--- config.mk ---
export PLATFORM = sky130hd
export DESIGN_NAME = tinyalu_arbiter_flat
export DESIGN_NICKNAME = d
export VERILOG_FILES = /design/src/rtl/tinyalu_arbiter_if.sv /design/src/rtl/tinyalu_arbiter.sv /design/src/flat_wrapper.sv
export SDC_FILE = /design/constraint.sdc
export NUM_CORES = 1
export LEC_CHECK = 0
export BUFFER_PORTS_ARGS = -buffer_cell sky130_fd_sc_hd__buf_2
export CORE_MARGIN = 2
export CORE_UTILIZATION = 52
export DETAILED_ROUTE_END_ITERATION = 10
export GPL_TIMING_DRIVEN = 0
export PLACE_DENSITY_LB_ADDON = 0.25
export SLEW_MARGIN = 25
export SYNTH_ARGS = -nofsm -noshare
export SYNTH_HDL_FRONTEND = slang
export SYNTH_SLANG_ARGS = --single-unit
--- constraint.sdc ---
create_clock -name clk -period 4.99 [get_ports clk]
set_clock_uncertainty 0.1 [all_clocks]
set_input_delay 0 -clock clk [delete_from_list [all_inputs] [get_ports clk]]
set_output_delay 0 -clock clk [all_outputs]
set_load 0.01 [all_outputs]
--- src/rtl/tinyalu_arbiter_if.sv ---
// rtl/tinyalu_arbiter_if.sv - requester bus and TinyALU handshake bundle for tinyalu_arbiter
interface tinyalu_arbiter_if #(
    parameter int NUM_REQ = 4
);
    // Requester side
    logic [NUM_REQ-1:0]   req_valid;
    logic [8*NUM_REQ-1:0] req_A;
    logic [8*NUM_REQ-1:0] req_B;
    logic [3*NUM_REQ-1:0] req_op;
    logic [NUM_REQ-1:0]   req_grant;
    logic                 rsp_valid;
    logic [2:0]           rsp_id;
    logic [15:0]          rsp_result;
    logic                 rsp_error;

    // TinyALU side
    logic [7:0]           alu_A;
    logic [7:0]           alu_B;
    logic [2:0]           alu_op;
    logic                 alu_start;
    logic                 alu_done;
    logic [15:0]          alu_result;

    // The arbiter itself
    modport slave (
        input  req_valid, req_A, req_B, req_op,
        output req_grant, rsp_valid, rsp_id, rsp_result, rsp_error,
        output alu_A, alu_B, alu_op, alu_start,
        input  alu_done, alu_result
    );

    // The requesters plus the TinyALU instance, seen as one environment
    modport master (
        output req_valid, req_A, req_B, req_op,
        input  req_grant, rsp_valid, rsp_id, rsp_result, rsp_error,
        input  alu_A, alu_B, alu_op, alu_start,
        output alu_done, alu_result
    );
endinterface

--- src/rtl/tinyalu_arbiter.sv ---
// rtl/tinyalu_arbiter.sv - round-robin scheduler sharing one TinyALU; optional counters via TINYALU_ARB_STATS_EN
module tinyalu_arbiter #(
    parameter int NUM_REQ = 4,
    parameter int TIMEOUT = 15
) (
    input  logic              clk,
    input  logic              reset_n,
    tinyalu_arbiter_if.slave  bus
`ifdef TINYALU_ARB_STATS_EN
    ,
    output logic [15:0]       stat_ops,
    output logic [15:0]       stat_errs
`endif
);

    typedef enum logic [1:0] {
        IDLE = 2'd0,
        EXEC = 2'd1,
        RESP = 2'd2
    } state_t;

    localparam logic [2:0] LAST_INIT = 3'(NUM_REQ - 1);
    localparam logic [7:0] CNT_LAST  = 8'(TIMEOUT - 1);
    localparam logic [3:0] NUM_REQ4  = 4'(NUM_REQ);

    // Registered state and outputs
    state_t             r_state;
    logic [2:0]         r_last;
    logic [7:0]         r_cnt;
    logic [NUM_REQ-1:0] r_grant;
    logic [7:0]         r_alu_A;
    logic [7:0]         r_alu_B;
    logic [2:0]         r_alu_op;
    logic               r_alu_start;
    logic [2:0]         r_id;
    logic [15:0]        r_res;
    logic               r_err;
    logic               r_rsp_valid;
    logic [15:0]        r_rsp_result;
    logic               r_rsp_error;

    // Next-state values
    state_t             w_state_nxt;
    logic [2:0]         w_last_nxt;
    logic [7:0]         w_cnt_nxt;
    logic [NUM_REQ-1:0] w_grant_nxt;
    logic [7:0]         w_alu_A_nxt;
    logic [7:0]         w_alu_B_nxt;
    logic [2:0]         w_alu_op_nxt;
    logic               w_alu_start_nxt;
    logic [2:0]         w_id_nxt;
    logic [15:0]        w_res_nxt;
    logic               w_err_nxt;
    logic               w_rsp_valid_nxt;
    logic [15:0]        w_rsp_result_nxt;
    logic               w_rsp_error_nxt;

    // Requester buses widened to the 8-requester maximum so a 3-bit index
    // always selects exactly one lane.
    logic [7:0]         w_valid8;
    logic [63:0]        w_reqA64;
    logic [63:0]        w_reqB64;
    logic [23:0]        w_op24;

    logic               w_found;
    logic [2:0]         w_win;
    logic [3:0]         w_cand4;
    logic [4:0]         w_op_base;
    logic [7:0]         w_win_A;
    logic [7:0]         w_win_B;
    logic [2:0]         w_win_op;
    logic               w_win_alu;

    assign w_valid8 = 8'(bus.req_valid);
    assign w_reqA64 = 64'(bus.req_A);
    assign w_reqB64 = 64'(bus.req_B);
    assign w_op24   = 24'(bus.req_op);

    // Round-robin search: first valid requester starting just after the last winner
    always_comb begin
        w_found = 1'b0;
        w_win   = 3'd0;
        w_cand4 = 4'd0;
        for (int k = 1; k <= NUM_REQ; k++) begin
            w_cand4 = {1'b0, r_last} + 4'(k);
            if (w_cand4 >= NUM_REQ4) begin
                w_cand4 = w_cand4 - NUM_REQ4;
            end
            if (!w_found && w_valid8[w_cand4[2:0]]) begin
                w_found = 1'b1;
                w_win   = w_cand4[2:0];
            end
        end
    end

    // Operand and op code of the current round-robin winner
    always_comb begin
        w_op_base = 5'(w_win) * 5'd3;
        w_win_A   = w_reqA64[{w_win, 3'b000} +: 8];
        w_win_B   = w_reqB64[{w_win, 3'b000} +: 8];
        w_win_op  = w_op24[w_op_base +: 3];
        // Only add, and, xor and mul are sent to the ALU
        w_win_alu = (w_win_op >= 3'b001) && (w_win_op <= 3'b100);
    end

    // Next-state and registered-output logic of the scheduler FSM
    always_comb begin
        w_state_nxt      = r_state;
        w_last_nxt       = r_last;
        w_cnt_nxt        = r_cnt;
        w_grant_nxt      = '0;
        w_alu_A_nxt      = r_alu_A;
        w_alu_B_nxt      = r_alu_B;
        w_alu_op_nxt     = r_alu_op;
        w_alu_start_nxt  = r_alu_start;
        w_id_nxt         = r_id;
        w_res_nxt        = r_res;
        w_err_nxt        = r_err;
        w_rsp_valid_nxt  = 1'b0;
        w_rsp_result_nxt = r_rsp_result;
        w_rsp_error_nxt  = r_rsp_error;

        case (r_state)
            IDLE: begin
                if (w_found) begin
                    for (int i = 0; i < NUM_REQ; i++) begin
                        w_grant_nxt[i] = (3'(i) == w_win);
                    end
                    w_last_nxt   = w_win;
                    w_id_nxt     = w_win;
                    w_alu_A_nxt  = w_win_A;
                    w_alu_B_nxt  = w_win_B;
                    w_alu_op_nxt = w_win_op;
                    w_cnt_nxt    = 8'd0;
                    if (w_win_alu) begin
                        w_alu_start_nxt = 1'b1;
                        w_state_nxt     = EXEC;
                    end else begin
                        // no_op and illegal codes are answered without the ALU
                        w_res_nxt   = 16'h0000;
                        w_err_nxt   = (w_win_op != 3'b000);
                        w_state_nxt = RESP;
                    end
                end
            end

            EXEC: begin
                if (bus.alu_done) begin
                    // A done on the last allowed cycle still counts as success
                    w_alu_start_nxt  = 1'b0;
                    w_rsp_valid_nxt  = 1'b1;
                    w_rsp_result_nxt = bus.alu_result;
                    w_rsp_error_nxt  = 1'b0;
                    w_state_nxt      = RESP;
                end else if (r_cnt == CNT_LAST) begin
                    w_alu_start_nxt  = 1'b0;
                    w_rsp_valid_nxt  = 1'b1;
                    w_rsp_result_nxt = 16'h0000;
                    w_rsp_error_nxt  = 1'b1;
                    w_state_nxt      = RESP;
                end else begin
                    w_cnt_nxt = r_cnt + 8'd1;
                end
            end

            RESP: begin
                // ALU results arrive with the pulse already raised; local
                // answers spend their first RESP cycle raising it.
                if (r_rsp_valid) begin
                    w_state_nxt = IDLE;
                end else begin
                    w_rsp_valid_nxt  = 1'b1;
                    w_rsp_result_nxt = r_res;
                    w_rsp_error_nxt  = r_err;
                end
            end

            default: begin
                w_state_nxt     = IDLE;
                w_alu_start_nxt = 1'b0;
            end
        endcase
    end

    // State and output registers; reset clears everything, including a live ALU start
    always_ff @(posedge clk or negedge reset_n) begin
        if (!reset_n) begin
            r_state      <= IDLE;
            r_last       <= LAST_INIT;
            r_cnt        <= 8'd0;
            r_grant      <= '0;
            r_alu_A      <= 8'd0;
            r_alu_B      <= 8'd0;
            r_alu_op     <= 3'd0;
            r_alu_start  <= 1'b0;
            r_id         <= 3'd0;
            r_res        <= 16'h0000;
            r_err        <= 1'b0;
            r_rsp_valid  <= 1'b0;
            r_rsp_result <= 16'h0000;
            r_rsp_error  <= 1'b0;
        end else begin
            r_state      <= w_state_nxt;
            r_last       <= w_last_nxt;
            r_cnt        <= w_cnt_nxt;
            r_grant      <= w_grant_nxt;
            r_alu_A      <= w_alu_A_nxt;
            r_alu_B      <= w_alu_B_nxt;
            r_alu_op     <= w_alu_op_nxt;
            r_alu_start  <= w_alu_start_nxt;
            r_id         <= w_id_nxt;
            r_res        <= w_res_nxt;
            r_err        <= w_err_nxt;
            r_rsp_valid  <= w_rsp_valid_nxt;
            r_rsp_result <= w_rsp_result_nxt;
            r_rsp_error  <= w_rsp_error_nxt;
        end
    end

    assign bus.req_grant  = r_grant;
    assign bus.rsp_valid  = r_rsp_valid;
    assign bus.rsp_id     = r_id;
    assign bus.rsp_result = r_rsp_result;
    assign bus.rsp_error  = r_rsp_error;
    assign bus.alu_A      = r_alu_A;
    assign bus.alu_B      = r_alu_B;
    assign bus.alu_op     = r_alu_op;
    assign bus.alu_start  = r_alu_start;

`ifdef TINYALU_ARB_STATS_EN
    logic [15:0] r_stat_ops;
    logic [15:0] r_stat_errs;

    // Saturating response and error counters, advanced once per response pulse
    always_ff @(posedge clk or negedge reset_n) begin
        if (!reset_n) begin
            r_stat_ops  <= 16'h0000;
            r_stat_errs <= 16'h0000;
        end else if (r_rsp_valid) begin
            if (r_stat_ops != 16'hFFFF) begin
                r_stat_ops <= r_stat_ops + 16'd1;
            end
            if (r_rsp_error && (r_stat_errs != 16'hFFFF)) begin
                r_stat_errs <= r_stat_errs + 16'd1;
            end
        end
    end

    assign stat_ops  = r_stat_ops;
    assign stat_errs = r_stat_errs;
`endif

endmodule

--- src/flat_wrapper.sv ---
// flat-port wrapper written by rule: the top's interface ports become plain ports
module tinyalu_arbiter_flat 
#(
    parameter int NUM_REQ = 4,
    parameter int TIMEOUT = 15
)
  (clk, reset_n, bus_req_valid, bus_req_A, bus_req_B, bus_req_op, bus_req_grant, bus_rsp_valid, bus_rsp_id, bus_rsp_result, bus_rsp_error, bus_alu_A, bus_alu_B, bus_alu_op, bus_alu_start, bus_alu_done, bus_alu_result);
  tinyalu_arbiter_if #(.NUM_REQ(NUM_REQ)) bus_i ();
  input  logic clk;
  input  logic reset_n;
  input wire logic [$bits(bus_i.req_valid)-1:0] bus_req_valid;
  input wire logic [$bits(bus_i.req_A)-1:0] bus_req_A;
  input wire logic [$bits(bus_i.req_B)-1:0] bus_req_B;
  input wire logic [$bits(bus_i.req_op)-1:0] bus_req_op;
  output wire logic [$bits(bus_i.req_grant)-1:0] bus_req_grant;
  output wire logic [$bits(bus_i.rsp_valid)-1:0] bus_rsp_valid;
  output wire logic [$bits(bus_i.rsp_id)-1:0] bus_rsp_id;
  output wire logic [$bits(bus_i.rsp_result)-1:0] bus_rsp_result;
  output wire logic [$bits(bus_i.rsp_error)-1:0] bus_rsp_error;
  output wire logic [$bits(bus_i.alu_A)-1:0] bus_alu_A;
  output wire logic [$bits(bus_i.alu_B)-1:0] bus_alu_B;
  output wire logic [$bits(bus_i.alu_op)-1:0] bus_alu_op;
  output wire logic [$bits(bus_i.alu_start)-1:0] bus_alu_start;
  input wire logic [$bits(bus_i.alu_done)-1:0] bus_alu_done;
  input wire logic [$bits(bus_i.alu_result)-1:0] bus_alu_result;
  assign bus_i.req_valid = bus_req_valid;
  assign bus_i.req_A = bus_req_A;
  assign bus_i.req_B = bus_req_B;
  assign bus_i.req_op = bus_req_op;
  assign bus_req_grant = bus_i.req_grant;
  assign bus_rsp_valid = bus_i.rsp_valid;
  assign bus_rsp_id = bus_i.rsp_id;
  assign bus_rsp_result = bus_i.rsp_result;
  assign bus_rsp_error = bus_i.rsp_error;
  assign bus_alu_A = bus_i.alu_A;
  assign bus_alu_B = bus_i.alu_B;
  assign bus_alu_op = bus_i.alu_op;
  assign bus_alu_start = bus_i.alu_start;
  assign bus_i.alu_done = bus_alu_done;
  assign bus_i.alu_result = bus_alu_result;
  tinyalu_arbiter #(.NUM_REQ(NUM_REQ), .TIMEOUT(TIMEOUT)) u_core (.clk(clk), .reset_n(reset_n), .bus(bus_i));
endmodule
Yosys cells after proc, flatten, opt, wreduce, memory -nomap -nowiden
Index checks and enable logic that the tools add are counted.
{"block": "totals", "input_bits": 99, "wordCells": 118, "out_inout_bits": 45, "regBits": 59}
{"block": "classes", "shift": 3, "multipliers": 1, "n_mux": 49, "n_addsub": 9, "n_lt_le_gt_ge": 10, "n_eq_ne": 13, "bitwise_logic": 2, "reduce_logical": 18}
{"cell": "64-bit by 7-bit indexed part select with 8-bit output", "count": 2}
{"cell": "16-bit 2-to-1 mux", "count": 3}
{"cell": "16-bit one-hot mux with 2 select lines", "count": 1}
{"cell": "3-bit 2-to-1 mux", "count": 8}
{"cell": "8-bit 2-to-1 mux", "count": 3}
{"cell": "24-bit by 6-bit indexed part select with 3-bit output", "count": 1}
{"cell": "1-bit 2-to-1 mux", "count": 18}
{"cell": "4-bit by 3-bit >= comparator with 1-bit output (second input constant)", "count": 4}
{"cell": "3-bit by 4-bit less-than comparator with 1-bit output (second input constant)", "count": 4}
{"cell": "8-bit one-hot mux with 2 select lines", "count": 1}
{"cell": "1-bit binary-select mux with 3-bit select", "count": 4}
{"cell": "3-bit subtractor (second input constant)", "count": 4}
{"cell": "2-bit 2-to-1 mux", "count": 5}
{"cell": "3-bit AND reduction", "count": 3}
{"cell": "3-bit by 2-bit adder with 4-bit output (second input constant)", "count": 2}
{"cell": "8-bit by 1-bit adder with 8-bit output (second input constant)", "count": 1}
{"cell": "8-bit by 4-bit == test with 1-bit output (second input constant)", "count": 1}
{"cell": "4-bit 2-to-1 mux", "count": 2}
{"cell": "4-bit AND reduction", "count": 2}
{"cell": "2-bit by 3-bit == test with 1-bit output (first input constant)", "count": 2}
{"cell": "2-bit by 1-bit != test with 1-bit output (second input constant)", "count": 3}
{"cell": "2-bit != test (second input constant)", "count": 3}
{"cell": "2-bit one-hot mux with 3 select lines", "count": 1}
{"cell": "3-bit by 2-bit multiplier with 5-bit output (second input constant)", "count": 1}
{"cell": "other kinds (18)", "count": 26}

Longest topological paths before layout
{"block": "logic_depth", "depth_word": 22, "depth_mapped": 13, "ltp_nobuf": 11}

Worst setup path after synthesis
No wires, ideal clock.
{"block": "synth_path", "kind": "reg-to-reg", "startpoint": "reg u_core.r_last[0]", "endpoint": "reg u_core.r_state[1]", "setup_ns": 0.120, "t_arrival_ns": 3.196, "required_ns": 4.770, "setup_slack_ns": 1.574, "period_less_slack_ns": 3.416, "n_path_buf": 1, "path_stages_with_launch": 13, "path_cell_list": "dfstp_2 inv_2 ha_1 buf_2 mux2_1 a21oi_2 or2_2 a31oi_4 mux2i_1 mux2i_1 or4_4 xnor2_2 a31o_1"}
{"block": "synth_between", "elab_chain_len": 22, "word_cells_on_any_way": 48, "cone_classes": "add/sub (8); mul (1); order compare (6); eq/ne (1); shift (1); mux (23); reduce/logical (8)"}
{"item": "from (decl)", "line": "tinyalu_arbiter.sv:28", "source": "logic [2:0] r_last;"}
{"item": "from (signal assigned)", "line": "tinyalu_arbiter.sv:204", "source": "r_last <= w_last_nxt;"}
{"item": "3-bit by 1-bit adder with 4-bit output", "line": "tinyalu_arbiter.sv:85", "source": "w_cand4 = {1'b0, r_last} + 4'(k);"}
{"item": "4-bit by 3-bit >= comparator with 1-bit output or 3-bit subtractor (tied branches)", "line": "tinyalu_arbiter.sv:86, tinyalu_arbiter.sv:87"}
{"item": "3-bit 2-to-1 mux", "line": "tinyalu_arbiter.sv:86", "source": "if (w_cand4 >= NUM_REQ4) begin"}
{"item": "1-bit binary-select mux with 3-bit select", "line": "tinyalu_arbiter.sv:89", "source": "if (!w_found && w_valid8[w_cand4[2:0]]) begin"}
{"item": "1-bit 2-to-1 mux (implied by the code)", "line": "tinyalu_arbiter.sv:89"}
{"item": "1-bit 2-to-1 mux", "line": "tinyalu_arbiter.sv:89"}
{"item": "1-bit zero test", "line": "tinyalu_arbiter.sv:89"}
{"item": "1-bit logical AND", "line": "tinyalu_arbiter.sv:89"}
{"item": "[6 not listed]"}
{"item": "3-bit 2-to-1 mux", "line": "tinyalu_arbiter.sv:89"}
{"item": "3-bit by 2-bit multiplier with 5-bit output", "line": "tinyalu_arbiter.sv:98", "source": "w_op_base = 5'(w_win) * 5'd3;"}
{"item": "24-bit by 6-bit indexed part select with 3-bit output", "line": "tinyalu_arbiter.sv:101", "source": "w_win_op = w_op24[w_op_base +: 3];"}
{"item": "3-bit by 1-bit >= comparator with 1-bit output or 3-bit less-or-equal comparator (tied branches)", "line": "tinyalu_arbiter.sv:103", "source": "w_win_alu = (w_win_op >= 3'b001) && (w_win_op <= 3'b100);"}
{"item": "1-bit logical AND", "line": "tinyalu_arbiter.sv:103"}
{"item": "2-bit 2-to-1 mux", "line": "tinyalu_arbiter.sv:135", "source": "if (w_win_alu) begin"}
{"item": "2-bit 2-to-1 mux", "line": "tinyalu_arbiter.sv:125", "source": "if (w_found) begin"}
{"item": "2-bit one-hot mux with 3 select lines", "line": "tinyalu_arbiter.sv:123", "source": "case (r_state)"}
{"item": "to (signal assigned)", "line": "tinyalu_arbiter.sv:203", "source": "r_state <= w_state_nxt;"}
{"item": "to (decl)", "line": "tinyalu_arbiter.sv:27", "source": "state_t r_state;"}
Several ways; a longest one is shown, not always the timed one. The select of a mux whose other input is x is not followed.
A chain may end at the register's enable or synchronous reset.

Worst setup path after layout
{"block": "layout_path", "startpoint": "reg u_core.r_last[0]", "endpoint": "reg u_core.r_alu_B[6] (netlist: u_core.bus.alu_B[6])"}
{"block": "layout_between", "elab_chain_len": 16, "word_cells_on_any_way": 40, "cone_classes": "add/sub (8); order compare (4); shift (1); mux (20); reduce/logical (7)"}
{"item": "3-bit by 1-bit adder with 4-bit output", "line": "tinyalu_arbiter.sv:85"}
{"item": "4-bit by 3-bit >= comparator with 1-bit output or 3-bit subtractor (tied branches)", "line": "tinyalu_arbiter.sv:86, tinyalu_arbiter.sv:87"}
{"item": "3-bit 2-to-1 mux", "line": "tinyalu_arbiter.sv:86"}
{"item": "1-bit binary-select mux with 3-bit select", "line": "tinyalu_arbiter.sv:89"}
{"item": "1-bit 2-to-1 mux (implied by the code)", "line": "tinyalu_arbiter.sv:89"}
{"item": "1-bit 2-to-1 mux", "line": "tinyalu_arbiter.sv:89"}
{"item": "1-bit zero test", "line": "tinyalu_arbiter.sv:89"}
{"item": "1-bit logical AND", "line": "tinyalu_arbiter.sv:89"}
{"item": "1-bit 2-to-1 mux", "line": "tinyalu_arbiter.sv:89"}
{"item": "1-bit zero test", "line": "tinyalu_arbiter.sv:89"}
{"item": "1-bit logical AND", "line": "tinyalu_arbiter.sv:89"}
{"item": "1-bit 2-to-1 mux", "line": "tinyalu_arbiter.sv:89"}
{"item": "1-bit zero test", "line": "tinyalu_arbiter.sv:89"}
{"item": "1-bit logical AND", "line": "tinyalu_arbiter.sv:89"}
{"item": "3-bit 2-to-1 mux or 1-bit 2-to-1 mux (tied branches)", "line": "tinyalu_arbiter.sv:89"}
{"item": "64-bit by 7-bit indexed part select with 8-bit output or 2-bit AND reduction (tied branches)"}
{"item": "to (signal assigned)", "line": "tinyalu_arbiter.sv:208", "source": "r_alu_B <= w_alu_B_nxt;"}
{"item": "to (decl)", "line": "tinyalu_arbiter.sv:32", "source": "logic [7:0] r_alu_B;"}
Several ways; a longest one is shown, not always the timed one. The select of a mux whose other input is x is not followed.

==> impl_results.md <==
- Startpoint class of the critical path: flip-flop
- DR vias/cell: 5.46
- R2r setup slk: 0.30 ns
- Ports: between 100 and 150
- Total power after layout: 0.00378 W
- Max_cap viols: 0
- First-pass GRT wire length: 17,000 microns
- Initial core utilization: about 54%
- Per-cell routed wire length: between 15 and 20 microns
- Clock sink total: 58
- Reg2Reg Capture Point: u_core.bus.alu_B[6]$_DFFE_PN0P_
- Crit path cell chain: inv_2 -> ha_1 -> buf_2 -> mux2_1 -> a21oi_2 -> or2_2 -> a31oi_4 -> buf_2 -> buf_2 -> mux2i_1 -> dlygate4sd3_1 -> nand2_1 -> o21ai_0 -> dlygate4sd3_1 -> o21ai_1
- Worst path most repeated cell: buf_2
- DIE HEIGHT: 85.6 microns
- Synthesis-to-layout area growth: 43.9%
- H-tree depth: 3
- Crit-path max cell delay: 0.61 ns
- Final setup viols: 0
- Maximum clock insertion buffer count: 2
- DRC viols: 0
- CTS buffer count: 9
- Final Cell Area: 4980 sq um
- TritonCTS clock tree: built
- Mapped Area: between 3000 and 4000 sq um
- CP Depth: 15
- Post-synthesis simple-gate area fraction: 20.5%
- GRT overflow: 0
- Die W: 85.6 microns
- Dpl hpwl: around 6800 microns
- Skew-Pair Late Insertion Delay: 0.34 ns
- Antenna Nets Post-Route: 0
- Vias in the first global route: 3,672
- Area leader, netlist: dfrtp_1
- Die area: approximately 7300 sq um
- Port Buffer Count: 143
- Largest net degree at the start of global routing: a little under 60
- Initial antenna violation count: 0
- Rel. slew slack: 46.3%
- Crit Reg-Reg Startpoint: u_core.r_last[0]$_DFFE_PN1P_
- Worst-path clk slew: 0.07 ns
- Via count: 3,639
- Asr flop ratio synth: 100%
- ANT cells: 0
- Sequential share of the synthesized area: a little over two fifths
- WL met3: between 600 and 700 microns
- # resized after CTS: 0
- Pwr Density: 758 nW/um^2
- Max VDD drop: around 0.00064 V
- Proportion of synthesized area in mux cells: 14.0%
- EDFF count, synth: 0
- Met2 WL: 5220 microns
- Crit path to: u_core.bus.alu_B[6]$_DFFE_PN0P_
- Crit. Startpoint: u_core.r_last[0]$_DFFE_PN1P_
- Slew @ Worst Pin: ~0.8 ns
- CP bufs+invs: 6
- Main combinational cell family by area after synthesis: simple AND/OR/NAND/NOR gates
- Adder-cell share of the synthesized area: approximately 2.5%
- Most used DFF post-synth: dfrtp_1
- RSZ-0062 raised after global routing: no
- Max layer used: met4
- Most frequent cell after synthesis: nand2_1
- CTS Root Cell: clkbuf_8
- Critical Path RT: 5.10 ns
- Crit path capture type: flip-flop
- Nets: 692
- Drt first pass iters: 4
- Yosys reg bits: 58
- Net Count, Synth: 488
- Synth cell types: 57
- Pins over their slew limit: 0
- Routed WL: just over 10,000 microns
- Max Freq: 213 MHz
- Core Region: approximately 6400 sq um
- Wl on met1: 4080 microns
- Post-Synth XOR/XNOR Area: 1.99%
- Status: finished clean
- Total GRT Usage: 29.1%
- Post-CTS Repair Setup Buffers: 0
- Final worst slack: 0.297 ns
- Final Hold Vio Count: 0
- Area share of the largest cell type after synthesis: roughly two fifths
- Finished Core Util: 78.1%
- Commonest cells in the netlist: nand2_1, dfrtp_1, o21ai_0
- Final min period: 4.69 ns
- Ranking of synthesized cells by area: dfrtp_1, nand2_1, mux2i_1
- Hold crit path type: primary input to flip-flop
- Worst EP arrival: 4.80 ns
- Initial DRC Count: approximately 190
- Row cnt: 29
- Syn. warnings: 0
- Dpl cell area: between 4000 and 5000 sq um
- Delay-heaviest family, CP: buffers and inverters
- Complex-gate fraction of the synthesized area: 15.0%
- Placement Setup Slack: 1.27 ns
- Synth Instances: 382
- Share of cells above drive strength 1: 33.2%
- Avg Cell Area, Syn: about 9 sq um
- CP max FO: 10
- Register-to-Register Path Depth: 15
- Final Cycle Share: about 94%
- Leak: 2.59 nW
- Crit Path Category: flip-flop to flip-flop
- Crit path max-delay cell type: dfstp_2
- RePlAce Congestion: 0.869
- Final TNS setup: 0 ns
[metrics by stage]
stage / cells / hold WS (ns)
finish: 667 / 0.00918
CTS: 667 / 0.0000590
floorplan: 382 / -0.396
detailed placement: 602 / 0.00355
global route: 667 / 0.0401
global placement: 602 / 0.121
[worst min-delay path by stage]
| stage | startpoint | depth (start not counted) | to |
|---|---|---|---|
| after CTS | bus_req_A[6] | 4 | u_core.bus.alu_A[6]$_DFFE_PN0P_ |
| after global routing | bus_req_A[5] | 4 | u_core.bus.alu_A[5]$_DFFE_PN0P_ |
| after floorplan | reset_n | 0 | u_core.bus.alu_A[0]$_DFFE_PN0P_ |
| after detailed placement | reset_n | 1 | u_core.r_cnt[6]$_DFFE_PN0P_ |
| final | bus_req_B[25] | 5 | u_core.bus.alu_B[1]$_DFFE_PN0P_ |
| after global placement | bus_alu_result[8] | 3 | u_core.bus.rsp_result[8]$_DFFE_PN0P_ |
[where the power goes]
part           switching [W]  internal (W)  total [W]  leakage [nW]
clock network       0.000188      0.000275   0.000463         0.105
registers           0.000122      0.000688   0.000810         0.737
logic                0.00137       0.00113    0.00251          1.75
total                0.00168       0.00210    0.00378          2.59
[logic make-up (layout without fill, tap and decap cells)]
kind of cell | count (synthesis) | after routing
simple gates | 157 | 157
compound gates | 75 | 75
flops | 58 | 58
mux | 45 | 45
buf+inv | 33 | 241
fa+ha+maj | 7 | 7
xor+xnor | 7 | 7
[registers in the layout, summed over array words and instances, names as in the netlist, 3 cells and up]
| register | count |
|---|---|
| u_core.bus.alu_B | 8 |
| u_core.r_cnt | 8 |
| u_core.r_last | 3 |
| u_core.bus.alu_A | 8 |
| u_core.bus.rsp_result | 16 |
| u_core.bus.alu_op | 3 |
| u_core.bus.req_grant | 4 |
[area by class of cell]
type	count	area (sq um)
Multi-Input combinational cell	291	1870
Fill cell	415	1400
Clock buffer	9	124
Clock inverter	6	82.6
Timing Repair Buffer	193	1220
Sequential cell	58	1450
Tap cell	77	96.3
Inverter	12	45.0
Buffer	21	95.1
[layer usage]
metal / vias up / track usage, %
li1: 1739 / -
met1: 1699 / 34.5
met2: 162 / 49.7
met4: 0 / 13.1
met5: - / 0
met3: 39 / 7.60
[worst min-delay path, cell delays in order]
cell	delay [ns]
buf_2	0.07
mux2i_1	0.05
nand2_1	0.05
o21ai_0	0.08
o21ai_0	0.15
[placed cells by master, fill, tap and decap left out, types with 2 or more instances in the layout]
master / instances
dfrtp_1: 56
o21ai_0: 35
nor3b_1: 2
nand2_1: 83
ha_1: 7
o211a_1: 2
dlygate4sd3_1: 50
nand4_1: 5
dfstp_2: 2
nand2b_1: 4
a21oi_1: 5
mux2i_1: 27
buf_1: 2
nor2b_1: 5
a221o_1: 2
o31ai_1: 2
and3_1: 3
buf_4: 4
mux2_2: 16
o21ai_1: 6
and2_1: 4
inv_1: 10
xor2_1: 6
o22ai_1: 2
buf_2: 146
o21a_1: 2
a31oi_1: 2
nand3_1: 19
clkbuf_1: 12
nor2_1: 20
clkbuf_8: 9
nor3_1: 7
bufinv_16: 2
clkinv_2: 3
[what timing repair did]
item,4_1_cts,5_1_grt
hold endpoints to repair,84,0
hold buffers,50,0
endpoints found under the setup margin,0,0
Note: power is estimated with default switching activity, not from simulation.
